--- src/rtl/dpram_ctrl_pkg.sv ---
// ============================================================================
// dpram_ctrl_pkg : shared constants and FSM state encoding for dpram_access_ctrl
// Rev 1.0
// ============================================================================
`default_nettype none

package dpram_ctrl_pkg;

    localparam int DEF_ADDR_W = 4;
    localparam int DEF_DATA_W = 8;

    localparam logic [1:0] ST_IDLE    = 2'd0;
    localparam logic [1:0] ST_RD_WAIT = 2'd1;
    localparam logic [1:0] ST_RESP    = 2'd2;

endpackage

`default_nettype wire

--- src/rtl/dpram_access_ctrl_if.sv ---
// ============================================================================
// dpram_access_ctrl_if : client request/response and RAM-side signal bundle
// Rev 1.0
// ============================================================================
`default_nettype none

interface dpram_access_ctrl_if
    import dpram_ctrl_pkg::*;
#(
    parameter int ADDR_W = DEF_ADDR_W,
    parameter int DATA_W = DEF_DATA_W
);

    logic              req_valid_a, req_ready_a, req_we_a;
    logic [ADDR_W-1:0] req_addr_a;
    logic [DATA_W-1:0] req_wdata_a;
    logic              rsp_valid_a, rsp_ready_a;
    logic [DATA_W-1:0] rsp_data_a;

    logic              req_valid_b, req_ready_b, req_we_b;
    logic [ADDR_W-1:0] req_addr_b;
    logic [DATA_W-1:0] req_wdata_b;
    logic              rsp_valid_b, rsp_ready_b;
    logic [DATA_W-1:0] rsp_data_b;

    logic              mem_wr_enA, mem_wr_enB;
    logic [ADDR_W-1:0] mem_addr_A, mem_addr_B;
    logic [DATA_W-1:0] mem_wr_dataA, mem_wr_dataB;
    logic [DATA_W-1:0] mem_rd_dataA, mem_rd_dataB;

    // Environment side: clients plus the RAM.
    modport master (
        output req_valid_a, req_we_a, req_addr_a, req_wdata_a, rsp_ready_a,
        input  req_ready_a, rsp_valid_a, rsp_data_a,
        output req_valid_b, req_we_b, req_addr_b, req_wdata_b, rsp_ready_b,
        input  req_ready_b, rsp_valid_b, rsp_data_b,
        input  mem_wr_enA, mem_wr_enB, mem_addr_A, mem_addr_B,
        input  mem_wr_dataA, mem_wr_dataB,
        output mem_rd_dataA, mem_rd_dataB
    );

    modport slave (
        input  req_valid_a, req_we_a, req_addr_a, req_wdata_a, rsp_ready_a,
        output req_ready_a, rsp_valid_a, rsp_data_a,
        input  req_valid_b, req_we_b, req_addr_b, req_wdata_b, rsp_ready_b,
        output req_ready_b, rsp_valid_b, rsp_data_b,
        output mem_wr_enA, mem_wr_enB, mem_addr_A, mem_addr_B,
        output mem_wr_dataA, mem_wr_dataB,
        input  mem_rd_dataA, mem_rd_dataB
    );

endinterface

`default_nettype wire

--- src/rtl/dpram_port_fsm.sv ---
// ============================================================================
// dpram_port_fsm : per-port IDLE/RD_WAIT/RESP sequencer with response register
// Rev 1.0
// ============================================================================
`default_nettype none

module dpram_port_fsm
    import dpram_ctrl_pkg::*;
#(
    parameter int DATA_W = DEF_DATA_W
) (
    input  wire logic              clk,
    input  wire logic              rst_n,
    input  wire logic              i_req_valid,
    input  wire logic              i_req_we,
    input  wire logic              i_rsp_ready,
    input  wire logic              i_stall,
    input  wire logic [DATA_W-1:0] i_mem_rd_data,
    output logic                   o_req_ready,
    output logic                   o_fire,
    output logic                   o_rsp_valid,
    output logic [DATA_W-1:0]      o_rsp_data
);

    logic [1:0]        state_q, state_d;
    logic [DATA_W-1:0] rsp_data_q, rsp_data_d;

    // Ready is gated by rst_n so nothing can fire while reset is held.
    always_comb begin
        o_req_ready = 1'b0;
        if (rst_n && !i_stall) begin
            o_req_ready = (state_q == ST_IDLE) || ((state_q == ST_RESP) && i_rsp_ready);
        end
    end

    assign o_fire      = i_req_valid && o_req_ready;
    assign o_rsp_valid = (state_q == ST_RESP);
    assign o_rsp_data  = rsp_data_q;

    always_comb begin
        state_d    = state_q;
        rsp_data_d = rsp_data_q;
        case (state_q)
            ST_IDLE: begin
                if (o_fire && !i_req_we) state_d = ST_RD_WAIT;
            end
            ST_RD_WAIT: begin
                state_d    = ST_RESP;
                rsp_data_d = i_mem_rd_data;
            end
            ST_RESP: begin
                if (i_rsp_ready) state_d = (o_fire && !i_req_we) ? ST_RD_WAIT : ST_IDLE;
            end
            default: state_d = ST_IDLE;
        endcase
    end

    always_ff @(posedge clk or negedge rst_n) begin
        if (!rst_n) begin
            state_q    <= ST_IDLE;
            rsp_data_q <= '0;
        end else begin
            state_q    <= state_d;
            rsp_data_q <= rsp_data_d;
        end
    end

endmodule

`default_nettype wire

--- src/rtl/dpram_access_ctrl.sv ---
// ============================================================================
// dpram_access_ctrl : two-client dual-port RAM front end with B-side write stall
// Rev 1.0
// ============================================================================
`default_nettype none

module dpram_access_ctrl
    import dpram_ctrl_pkg::*;
#(
    parameter int ADDR_W = DEF_ADDR_W,
    parameter int DATA_W = DEF_DATA_W
) (
    input  wire logic          clk,
    input  wire logic          rst_n,
    dpram_access_ctrl_if.slave bus,
    output logic [7:0]         conflict_cnt
);

    logic              fire_a, fire_b;
    logic              stall_b;
    logic [ADDR_W-1:0] addr_a, addr_b;
    logic [7:0]        cnt_q, cnt_d;

    assign addr_a = bus.req_addr_a;
    assign addr_b = bus.req_addr_b;

    // A wins a same-address write collision; B is held off and retries.
    assign stall_b = fire_a && bus.req_we_a && bus.req_valid_b && bus.req_we_b
                     && (addr_a == addr_b);

    dpram_port_fsm #(.DATA_W(DATA_W)) u_port_a (
        .clk          (clk),
        .rst_n        (rst_n),
        .i_req_valid  (bus.req_valid_a),
        .i_req_we     (bus.req_we_a),
        .i_rsp_ready  (bus.rsp_ready_a),
        .i_stall      (1'b0),
        .i_mem_rd_data(bus.mem_rd_dataA),
        .o_req_ready  (bus.req_ready_a),
        .o_fire       (fire_a),
        .o_rsp_valid  (bus.rsp_valid_a),
        .o_rsp_data   (bus.rsp_data_a)
    );

    dpram_port_fsm #(.DATA_W(DATA_W)) u_port_b (
        .clk          (clk),
        .rst_n        (rst_n),
        .i_req_valid  (bus.req_valid_b),
        .i_req_we     (bus.req_we_b),
        .i_rsp_ready  (bus.rsp_ready_b),
        .i_stall      (stall_b),
        .i_mem_rd_data(bus.mem_rd_dataB),
        .o_req_ready  (bus.req_ready_b),
        .o_fire       (fire_b),
        .o_rsp_valid  (bus.rsp_valid_b),
        .o_rsp_data   (bus.rsp_data_b)
    );

    assign bus.mem_addr_A   = bus.req_addr_a;
    assign bus.mem_addr_B   = bus.req_addr_b;
    assign bus.mem_wr_dataA = bus.req_wdata_a;
    assign bus.mem_wr_dataB = bus.req_wdata_b;
    assign bus.mem_wr_enA   = fire_a && bus.req_we_a;
    assign bus.mem_wr_enB   = fire_b && bus.req_we_b;

    always_comb begin
        cnt_d = cnt_q;
        if (stall_b && (cnt_q != 8'hFF)) cnt_d = cnt_q + 8'd1;
    end

    always_ff @(posedge clk or negedge rst_n) begin
        if (!rst_n) cnt_q <= 8'd0;
        else        cnt_q <= cnt_d;
    end

    assign conflict_cnt = cnt_q;

endmodule

`default_nettype wire

--- src/flat_wrapper.sv ---
// flat-port wrapper written by rule: the top's interface ports become plain ports
module dpram_access_ctrl_flat import dpram_ctrl_pkg::*;
#(
    parameter int ADDR_W = DEF_ADDR_W,
    parameter int DATA_W = DEF_DATA_W
)
  (clk, rst_n, conflict_cnt, bus_req_valid_a, bus_req_we_a, bus_req_addr_a, bus_req_wdata_a, bus_rsp_ready_a, bus_req_ready_a, bus_rsp_valid_a, bus_rsp_data_a, bus_req_valid_b, bus_req_we_b, bus_req_addr_b, bus_req_wdata_b, bus_rsp_ready_b, bus_req_ready_b, bus_rsp_valid_b, bus_rsp_data_b, bus_mem_wr_enA, bus_mem_wr_enB, bus_mem_addr_A, bus_mem_addr_B, bus_mem_wr_dataA, bus_mem_wr_dataB, bus_mem_rd_dataA, bus_mem_rd_dataB);
  dpram_access_ctrl_if #(.ADDR_W(ADDR_W), .DATA_W(DATA_W)) bus_i ();
  input  wire logic clk;
  input  wire logic rst_n;
  output logic [7:0] conflict_cnt;
  input wire logic [$bits(bus_i.req_valid_a)-1:0] bus_req_valid_a;
  input wire logic [$bits(bus_i.req_we_a)-1:0] bus_req_we_a;
  input wire logic [$bits(bus_i.req_addr_a)-1:0] bus_req_addr_a;
  input wire logic [$bits(bus_i.req_wdata_a)-1:0] bus_req_wdata_a;
  input wire logic [$bits(bus_i.rsp_ready_a)-1:0] bus_rsp_ready_a;
  output wire logic [$bits(bus_i.req_ready_a)-1:0] bus_req_ready_a;
  output wire logic [$bits(bus_i.rsp_valid_a)-1:0] bus_rsp_valid_a;
  output wire logic [$bits(bus_i.rsp_data_a)-1:0] bus_rsp_data_a;
  input wire logic [$bits(bus_i.req_valid_b)-1:0] bus_req_valid_b;
  input wire logic [$bits(bus_i.req_we_b)-1:0] bus_req_we_b;
  input wire logic [$bits(bus_i.req_addr_b)-1:0] bus_req_addr_b;
  input wire logic [$bits(bus_i.req_wdata_b)-1:0] bus_req_wdata_b;
  input wire logic [$bits(bus_i.rsp_ready_b)-1:0] bus_rsp_ready_b;
  output wire logic [$bits(bus_i.req_ready_b)-1:0] bus_req_ready_b;
  output wire logic [$bits(bus_i.rsp_valid_b)-1:0] bus_rsp_valid_b;
  output wire logic [$bits(bus_i.rsp_data_b)-1:0] bus_rsp_data_b;
  output wire logic [$bits(bus_i.mem_wr_enA)-1:0] bus_mem_wr_enA;
  output wire logic [$bits(bus_i.mem_wr_enB)-1:0] bus_mem_wr_enB;
  output wire logic [$bits(bus_i.mem_addr_A)-1:0] bus_mem_addr_A;
  output wire logic [$bits(bus_i.mem_addr_B)-1:0] bus_mem_addr_B;
  output wire logic [$bits(bus_i.mem_wr_dataA)-1:0] bus_mem_wr_dataA;
  output wire logic [$bits(bus_i.mem_wr_dataB)-1:0] bus_mem_wr_dataB;
  input wire logic [$bits(bus_i.mem_rd_dataA)-1:0] bus_mem_rd_dataA;
  input wire logic [$bits(bus_i.mem_rd_dataB)-1:0] bus_mem_rd_dataB;
  assign bus_i.req_valid_a = bus_req_valid_a;
  assign bus_i.req_we_a = bus_req_we_a;
  assign bus_i.req_addr_a = bus_req_addr_a;
  assign bus_i.req_wdata_a = bus_req_wdata_a;
  assign bus_i.rsp_ready_a = bus_rsp_ready_a;
  assign bus_req_ready_a = bus_i.req_ready_a;
  assign bus_rsp_valid_a = bus_i.rsp_valid_a;
  assign bus_rsp_data_a = bus_i.rsp_data_a;
  assign bus_i.req_valid_b = bus_req_valid_b;
  assign bus_i.req_we_b = bus_req_we_b;
  assign bus_i.req_addr_b = bus_req_addr_b;
  assign bus_i.req_wdata_b = bus_req_wdata_b;
  assign bus_i.rsp_ready_b = bus_rsp_ready_b;
  assign bus_req_ready_b = bus_i.req_ready_b;
  assign bus_rsp_valid_b = bus_i.rsp_valid_b;
  assign bus_rsp_data_b = bus_i.rsp_data_b;
  assign bus_mem_wr_enA = bus_i.mem_wr_enA;
  assign bus_mem_wr_enB = bus_i.mem_wr_enB;
  assign bus_mem_addr_A = bus_i.mem_addr_A;
  assign bus_mem_addr_B = bus_i.mem_addr_B;
  assign bus_mem_wr_dataA = bus_i.mem_wr_dataA;
  assign bus_mem_wr_dataB = bus_i.mem_wr_dataB;
  assign bus_i.mem_rd_dataA = bus_mem_rd_dataA;
  assign bus_i.mem_rd_dataB = bus_mem_rd_dataB;
  dpram_access_ctrl #(.ADDR_W(ADDR_W), .DATA_W(DATA_W)) u_core (.clk(clk), .rst_n(rst_n), .bus(bus_i), .conflict_cnt(conflict_cnt));
endmodule
--- config.mk ---
export PLATFORM = sky130hd
export DESIGN_NAME = dpram_access_ctrl_flat
export DESIGN_NICKNAME = d
export VERILOG_FILES = /design/src/rtl/dpram_ctrl_pkg.sv /design/src/rtl/dpram_access_ctrl_if.sv /design/src/rtl/dpram_port_fsm.sv /design/src/rtl/dpram_access_ctrl.sv /design/src/flat_wrapper.sv
export SDC_FILE = /design/constraint.sdc
export NUM_CORES = 1
export LEC_CHECK = 0
export CORE_UTILIZATION = 50
export DETAILED_ROUTE_END_ITERATION = 7
export DONT_BUFFER_PORTS = 1
export HOLD_SLACK_MARGIN = 0.1
export PLACE_DENSITY = 0.68
export SKIP_LAST_GASP = 1
export SLEW_MARGIN = 20
export SYNTH_ARGS = -nofsm -noshare
export SYNTH_HDL_FRONTEND = slang
export SYNTH_SLANG_ARGS = --single-unit
--- constraint.sdc ---
create_clock -name clk -period 2.6 [get_ports clk]
set_input_delay 0.39 -clock clk [delete_from_list [all_inputs] [get_ports clk]]
set_output_delay 0.39 -clock clk [all_outputs]
set_load 0.03 [all_outputs]
# Word level (Yosys, flattened, before mapping)
# Index checks and enable logic that the tools add are counted.
# totals
regBits	28
inputBits	48
output_inout_bits	54
word_cells	48
# classes
add_sub_neg	1
n_eq_ne	10
n_mux	10
n_reduce_logical	22
# op_table
cell	n
$logic_and A1 B1 Y1	13
$pmux W2 S3	2
$add A8 B1 Y8 const B	1
$mux W2	4
$ne A8 B8 Y1 const B	1
$eq A2 B1 Y1 const B	2
$eq A2 B2 Y1 const B	2
$eq A4 B4 Y1	1
$logic_not A2 Y1	2
$mux W1	4
$ne A2 B1 Y1 const B	2
$ne A2 B2 Y1 const B	2
$reduce_and A2 Y1	2
$logic_not A1 Y1	3
$logic_or A1 B1 Y1	2

# Depth between registers and ports, before layout
# Gate-level depths: netlist of the first run.
# logic_depth
depth_word	17
depth_mapped	6

# Hierarchy
# A second synthesis of the first run with hierarchy kept.
# unflattened
hier_cells	128
area_unflattened_um2	1567.8
# by_module_without_submodules
mod	n_inst	cells_each	area_per_inst_um2	seq_area_each_um2
dpram_port_fsm	2	29	442.9	250.2
dpram_access_ctrl	1	70	681.9	200.2

# Worst setup path after synthesis of the first run
# Ideal clock, no wire load.
# synth_path
path_type	flip-flop to output port
startpoint	register u_core.u_port_a.state_q[1]
endpoint	output port bus_req_ready_b
t_arrival_ns	1.515
required_time_ns	2.210
slack_ns	0.695
stages_incl_launch_ff	6
n_path_buf	0
path_cell_list	dfrtp_1 > nor2b_4 > nor4b_4 > nand3_1 > nand4b_1 > inv_1
# synth_between
elab_chain_cells	12
# synth_lines
item	line_no	rtl
from (decl)	dpram_port_fsm.sv:25	logic [1:0] state_q, state_d;
from (signal assigned)	dpram_port_fsm.sv:63	state_q <= state_d;
$eq A2 B2 Y1	dpram_port_fsm.sv:32	o_req_ready = (state_q == ST_IDLE) || ((state_q == ST_RESP) && i_rsp_ready);
$logic_and A1 B1 Y1	dpram_port_fsm.sv:32	
$logic_or A1 B1 Y1 *	dpram_port_fsm.sv:32	
$mux W1 *	dpram_port_fsm.sv:31	if (rst_n && !i_stall) begin
$logic_and A1 B1 Y1 *	dpram_port_fsm.sv:36	assign o_fire = i_req_valid && o_req_ready;
$logic_and A1 B1 Y1 *	n/a	
via bus_mem_wr_enA	flat_wrapper.sv:28	output wire logic [$bits(bus_i.mem_wr_enA)-1:0] bus_mem_wr_enA;
$logic_and A1 B1 Y1 * (2 in series)	dpram_access_ctrl.sv:28	assign stall_b = fire_a && bus.req_we_a && bus.req_valid_b && bus.req_we_b
$logic_and A1 B1 Y1 *	dpram_access_ctrl.sv:29	&& (addr_a == addr_b);
$logic_not A1 Y1 *	dpram_port_fsm.sv:31	
$logic_and A1 B1 Y1 *	dpram_port_fsm.sv:31	
$mux W1 *	dpram_port_fsm.sv:31	
to (decl)	flat_wrapper.sv:25	output wire logic [$bits(bus_i.req_ready_b)-1:0] bus_req_ready_b;
# The timed path passes the listed nets; every way through them passes the cells marked *.

# Final worst setup path of the first run
# layout_path
startpoint	register u_core.u_port_a.state_q[1]
endpoint	output port bus_mem_wr_enB
# layout_between
elab_chain_cells	14
# layout_lines
item	line_no	rtl
$eq A2 B2 Y1	dpram_port_fsm.sv:32	
$logic_and A1 B1 Y1	dpram_port_fsm.sv:32	
$logic_or A1 B1 Y1 *	dpram_port_fsm.sv:32	
$mux W1 *	dpram_port_fsm.sv:31	
$logic_and A1 B1 Y1 *	dpram_port_fsm.sv:36	
$logic_and A1 B1 Y1 * (3 in series)	dpram_access_ctrl.sv:28	
$logic_and A1 B1 Y1 *	dpram_access_ctrl.sv:29	
$logic_not A1 Y1 *	dpram_port_fsm.sv:31	
$logic_and A1 B1 Y1 *	dpram_port_fsm.sv:31	
$mux W1 *	dpram_port_fsm.sv:31	
$logic_and A1 B1 Y1 *	dpram_port_fsm.sv:36	
$logic_and A1 B1 Y1 *	dpram_access_ctrl.sv:64	assign bus.mem_wr_enB = fire_b && bus.req_we_b;
to (decl)	flat_wrapper.sv:29	output wire logic [$bits(bus_i.mem_wr_enB)-1:0] bus_mem_wr_enB;
# Every way passes the cells marked *; elsewhere a longest branch is shown, timed or not.

==> results.toml, run 1 <==
[timing]
timing.fmax_mhz = 443
tightest_slew_ns = 0.580
finClkSkew_ns = 0.00945
fin_crit_ns = 2.26
relSlewSlack = 0.613
period_share = 0.869
rsz0062_at_grt = "false"
hold_viol_final = 0
setup_viol = 0
finalSetupTns_ns = 0
maxSlewViolCount = 0

[layout]
fillers = 252
area_growth_pct = -2.81
finalNonFillerCells = 135
final_layout_size_suffix_gt1_frac = 0.288
finalNetCount = 154
antennaDiodeCount = 0
layout_commonest_cell = "dfrtp_1"
regArea_um2 = 701
final_cell_mix = "dfrtp_1 (28), mux2_2 (17), inv_1 (6), xor2_1 (6), nand2b_1 (5)"
fin_util = 0.514
multi_input_area_um2 = 561

[floorplan]
pin_count = 102
die_w_um = 56.2
fp.dieH_um = 56.2
rows = 19
core-area_um2 = 2780
die_area_um2 = 3160
start_util = 0.529

[yosys]
syn_inst = 121
synth.yosys.warnings = 0
synth-seq-cells = 28
synthDistinctLibCells = 27
seq_area_frac_synth = 0.476
avgSynthCellArea_um2 = 12.2
syn-num-nets = 170
synth_area_um2 = 1470

[routing]
drc = 0
dr.pass1.iters = 4
avgRoutedWirePerCell_um = 16.6
vias = 785
routed_wl_mm = 2.24
drtIter0Drc = 18
via_per_inst = 5.81
ant_nets = 0

[pwr]
ir_worst_vdd_mv = 0.738
pwr-share-comb = 0.122
p_sw_frac = 0.338
power_density_nw_per_um2 = 783
clock_power_share = 0.248
totalPowerFinal_w = 0.00112
switching_power_w = 0.000379
leakage_nw = 0.634
p_seq_frac = 0.631
p_int_w = 0.000741

[clocking]
insertion_delay_ns = 0.33
clkTransAtPathRegs_ns = 0.13
tritoncts = "done"
clockBufferDepth = 2
htreeDepth = 1
numCtsBuffers = 3
cts-root-buf = "clkbuf_4"
ctsResizeCount = 0
clock-sinks = 28

[grt]
grt_pass1_vias = 831
grt_pass1_wl_mm = 3.59
grt_use_total = 0.150
antenna_found_initial = 0
overflow = 0
grt_max_degree = 29

[critical_path]
cp.arrival_ns = 1.87
cpLargestDelayFamily = "simple AND/OR/NAND/NOR gates"
crit_path_start_kind = "flip-flop"
crit_type = "reg -> out"
critPathMaxStageDelay_ns = 0.47
required_ns = 2.21
path_cells = "nor2b_4 > nor4b_4 > buf_4 > nand3_1 > nand4b_1 > nor2_1"
critical_path_buf_inv_count = 1
endpoint_kind = "primary output"
path_max_fanout = 4
cp_slowest_cell = "nor2_1"

[placement]
place_hpwl_mm = 1.72
port_buffers = 0
dp.cells = 128
gp_congestion = 0.676

[outcome]
status = "complete, no violations"

[run]
max_cap_viol_count = 0

[worst_hold_path]
hold_path.class = "in -> reg"
==> final timing paths <==
check | endpoint | cells past startpoint | start | slack (ns)
setup / recovery | bus_mem_wr_enB | 6 | u_core.u_port_a.state_q[1] | 0.34
hold / removal | u_core.u_port_b.state_q[1] | 1 | bus_rsp_ready_b | 0.17
setup reg to reg | u_core.conflict_cnt[1] | 5 | u_core.conflict_cnt[0] | 0.66
hold reg to reg | u_core.u_port_b.state_q[0] | 1 | u_core.u_port_b.state_q[0] | 0.49
max in group asynchronous | u_core.u_port_b.state_q[1] | 2 | rst_n | 1.95
min in group asynchronous | u_core.u_port_b.state_q[0] | 2 | rst_n | 0.49
==> Yosys cell counts (all sizes together) <==
library cell	n	area share
nor2	3	0.0077
nand4b	1	0.0060
clkbuf	2	0.0051
nand3	4	0.014
nor3b	1	0.0051
nor4b	2	0.022
mux2	17	0.13
and3b	1	0.0060
nor3	3	0.014
nand2	4	0.010
buf	24	0.12
nor4	1	0.014
inv	6	0.015
dfrtp	28	0.48
nor2b	2	0.014
o21ai	2	0.0068
a2111oi	1	0.019
xor2	6	0.036
nand4	1	0.014
nand2b	5	0.021
xnor2	4	0.024
o21a	1	0.0051
ha	1	0.0085
or3	1	0.0043
==> power groups by stage <==
| stage | clock network, W | logic [W] | registers, W |
|---|---|---|---|
| finish | 0.000277 | 0.000137 | 0.000706 |
| global route | 0.000303 | 0.000151 | 0.000715 |
| CTS | 0.000290 | 0.000141 | 0.000708 |
| detailed placement | 0 | 0.000126 | 0.000718 |
| global placement | 0 | 0.000118 | 0.000714 |
| floorplan | 0 | 0.000178 | 0.000703 |
==> logic make-up (layout without fill, tap and decap cells) <==
| group | after synthesis | count (layout) | synth area share |
|---|---|---|---|
| AO/OA/AOI/OAI | 4 | 4 | 0.0306 |
| XOR/XNOR | 10 | 10 | 0.0595 |
| adder cells (fa/ha/maj) | 1 | 1 | 0.00850 |
| buffers and inverters | 32 | 15 | 0.143 |
| flip-flops | 28 | 28 | 0.476 |
| multiplexers | 17 | 17 | 0.130 |
| AND/OR/NAND/NOR | 29 | 29 | 0.152 |
==> registers in the layout, indices dropped and copies added (netlist names) <==
name and count:
u_core.conflict_cnt 8, u_core.u_port_a.o_rsp_data 8, u_core.u_port_b.o_rsp_data 8, u_core.u_port_a.state_q 2
u_core.u_port_b.state_q 2
==> per-layer routing <==
metal / track usage / vias up / routed length (um)
met5: 0 / - / 0
met4: 0.0557 / 0 / 34
met3: 0.0791 / 10 / 251
met2: 0.257 / 45 / 1120
met1: 0.156 / 386 / 824
li1: - / 344 / -
==> metrics by stage <==
stage	setup WS (ns)	hold slack, ns	instance area (um2)
floorplan	0.695	0.0944	1470
global placement	0.723	0.0950	1340
detailed placement	0.669	0.0949	1340
CTS	0.322	0.166	1430
global route	0.218	0.143	1430
finish	0.341	0.174	1430
==> cell type report <==
cell class | count | area share
repair buffers | 5 | 0.0385
well taps | 31 | 0.0271
flip-flops and latches | 28 | 0.490
multi-input cells | 61 | 0.392
clock inverters | 1 | 0.0210
clock buffers | 3 | 0.0157
inverters | 6 | 0.0157
==> repair_timing <==
item / CTS / global route
endpoints found under the hold margin: 29 / 0
hold buffers: 3 / 0
buffers inserted: 0 / 0
No activity file was read; power rests on OpenSTA's default activity.
==> inputs of run 2 (changes only) <==
SKIP_CTS_REPAIR_TIMING = 1   (was default)
==> results.toml, run 2 (synthesis gave the netlist of run 1 again) <==
[timing]
finClkSkew_ns = 0.00637
fin_crit_ns = 2.25
tightest_slew_ns = 0.581
setup_viol = 0
relSlewSlack = 0.612
maxSlewViolCount = 0
period_share = 0.865
hold_viol_final = 0
rsz0062_at_grt = "false"
finalSetupTns_ns = 0
holdWs_ns = 0.171
timing.fmax_mhz = 445

[critical_path]
rr_worst_depth = 5
required_ns = 2.21
cp_slowest_cell = "nor2_1"
crit_path_start_kind = "flip-flop"
path_cells = "nor2b_4 > nor4b_4 > buf_4 > nand3_1 > nand4b_1 > nor2_1"
r2r_end = "u_core.conflict_cnt[1]"
cp.arrival_ns = 1.86
path_max_fanout = 4
r2r_setup_slack_ns = 0.66
critPathMaxStageDelay_ns = 0.47
crit_type = "reg -> out"
critical_path_buf_inv_count = 1
rr_startpoint = "u_core.conflict_cnt[0]"
cpLargestDelayFamily = "simple AND/OR/NAND/NOR gates"
endpoint_kind = "primary output"

[grt]
grt_use_total = 0.144
antenna_found_initial = 0
grt_pass1_wl_mm = 3.47
grt_max_degree = 32
use_met2 = 0.248
grt_util_met3 = 0.0791
met1_usage = 0.144
grt_pass1_vias = 822
busiest_layer = "met2"
overflow = 0

[clocking]
clock-sinks = 28
clockBufferDepth = 2
htreeDepth = 1
numCtsBuffers = 3
insertion_delay_ns = 0.32
tritoncts = "done"
clkTransAtPathRegs_ns = 0.13
cts-root-buf = "clkbuf_4"

[floorplan]
pin_count = 102
die_area_um2 = 3160
core-area_um2 = 2780
start_util = 0.529
rows = 19
fp.dieH_um = 56.2
die_w_um = 56.2

[routing]
dr.pass1.iters = 2
via_per_inst = 5.77
avgRoutedWirePerCell_um = 16.5
vias = 779
ant_nets = 0
drc = 0
drtIter0Drc = 12
routed_wl_mm = 2.23

[placement]
dp.cells = 128
place_hpwl_mm = 1.72
placed_area_um2 = 1340
port_buffers = 0
gp_congestion = 0.676

[layout]
fillers = 250
finalNonFillerCells = 135
antennaDiodeCount = 0
design_area_um2 = 1430
layout_commonest_cell = "dfrtp_1"
area_growth_pct = -2.81
final_cell_mix = "dfrtp_1 (28), mux2_2 (17), inv_1 (6), xor2_1 (6), nand2b_1 (5)"
finalNetCount = 154
final_layout_size_suffix_gt1_frac = 0.288
fin_util = 0.514

[worst_hold_path]
hold_end = "u_core.u_port_b.state_q[1]"
hold_path.class = "in -> reg"
worstHoldStart = "bus_rsp_ready_b"
hold_depth = 1

[pwr]
ir_worst_vdd_mv = 0.738
leakage_nw = 0.634
power_density_nw_per_um2 = 783

[outcome]
status = "complete, no violations"

[run]
max_cap_viol_count = 0
[run 2: cell counts in the layout (fill, tap and decap cells not counted)]
No cell type changed its count.
[run 2: worst reg2reg max path, stage by stage (launching register included)]
cell and delay [ns]:
dfrtp_1 0.61, ha_1 0.26, nand3_1 0.08, or3_1 0.37
nand4_4 0.18, mux2_2 0.35
[run 2: layout make-up]
class                   instances  area (um2)  share of cell area
inverters                       6        22.5              0.0157
clock inverters                 1        30.0              0.0210
repair buffers                  5        55.1              0.0385
multi-input cells              61         561               0.392
clock buffers                   3        22.5              0.0157
flip-flops and latches         28         701               0.490
well taps                      31        38.8              0.0271
[run 2: worst max path at each step]
| stage | depth (start not counted) | slack [ns] | startpoint | end |
|---|---|---|---|---|
| 5_1_grt | 6 | 0.22 | u_core.u_port_a.state_q[1] | bus_mem_wr_enB |
| 3_3_place_gp | 5 | 0.72 | u_core.conflict_cnt[0] | u_core.conflict_cnt[1] |
| 2_1_floorplan | 5 | 0.70 | u_core.u_port_a.state_q[1] | bus_req_ready_b |
| 3_5_place_dp | 5 | 0.67 | u_core.conflict_cnt[0] | u_core.conflict_cnt[1] |
| 4_1_cts | 6 | 0.32 | u_core.u_port_a.state_q[1] | bus_mem_wr_enB |
| 6_report | 6 | 0.35 | u_core.u_port_a.state_q[1] | bus_mem_wr_enB |
[run 2: per-layer routing]
layer,wire length [um],vias to the layer above
li1,-,345
met1,825,378
met2,1110,48
met3,259,8
met4,31,0
met5,0,-
[run 2: per-stage QoR]
step	total power, W	setup WS, ns
floorplan	0.000881	0.695
global placement	0.000831	0.723
detailed placement	0.000844	0.669
CTS	0.00112	0.322
global route	0.00117	0.220
finish	0.00112	0.351
[run 2: power by group]
group / internal [W] / total (W) / switching (W)
logic: 0.0000756 / 0.000136 / 0.0000608
registers: 0.000509 / 0.000706 / 0.000197
clock network: 0.000156 / 0.000277 / 0.000121
total: 0.000741 / 0.00112 / 0.000379
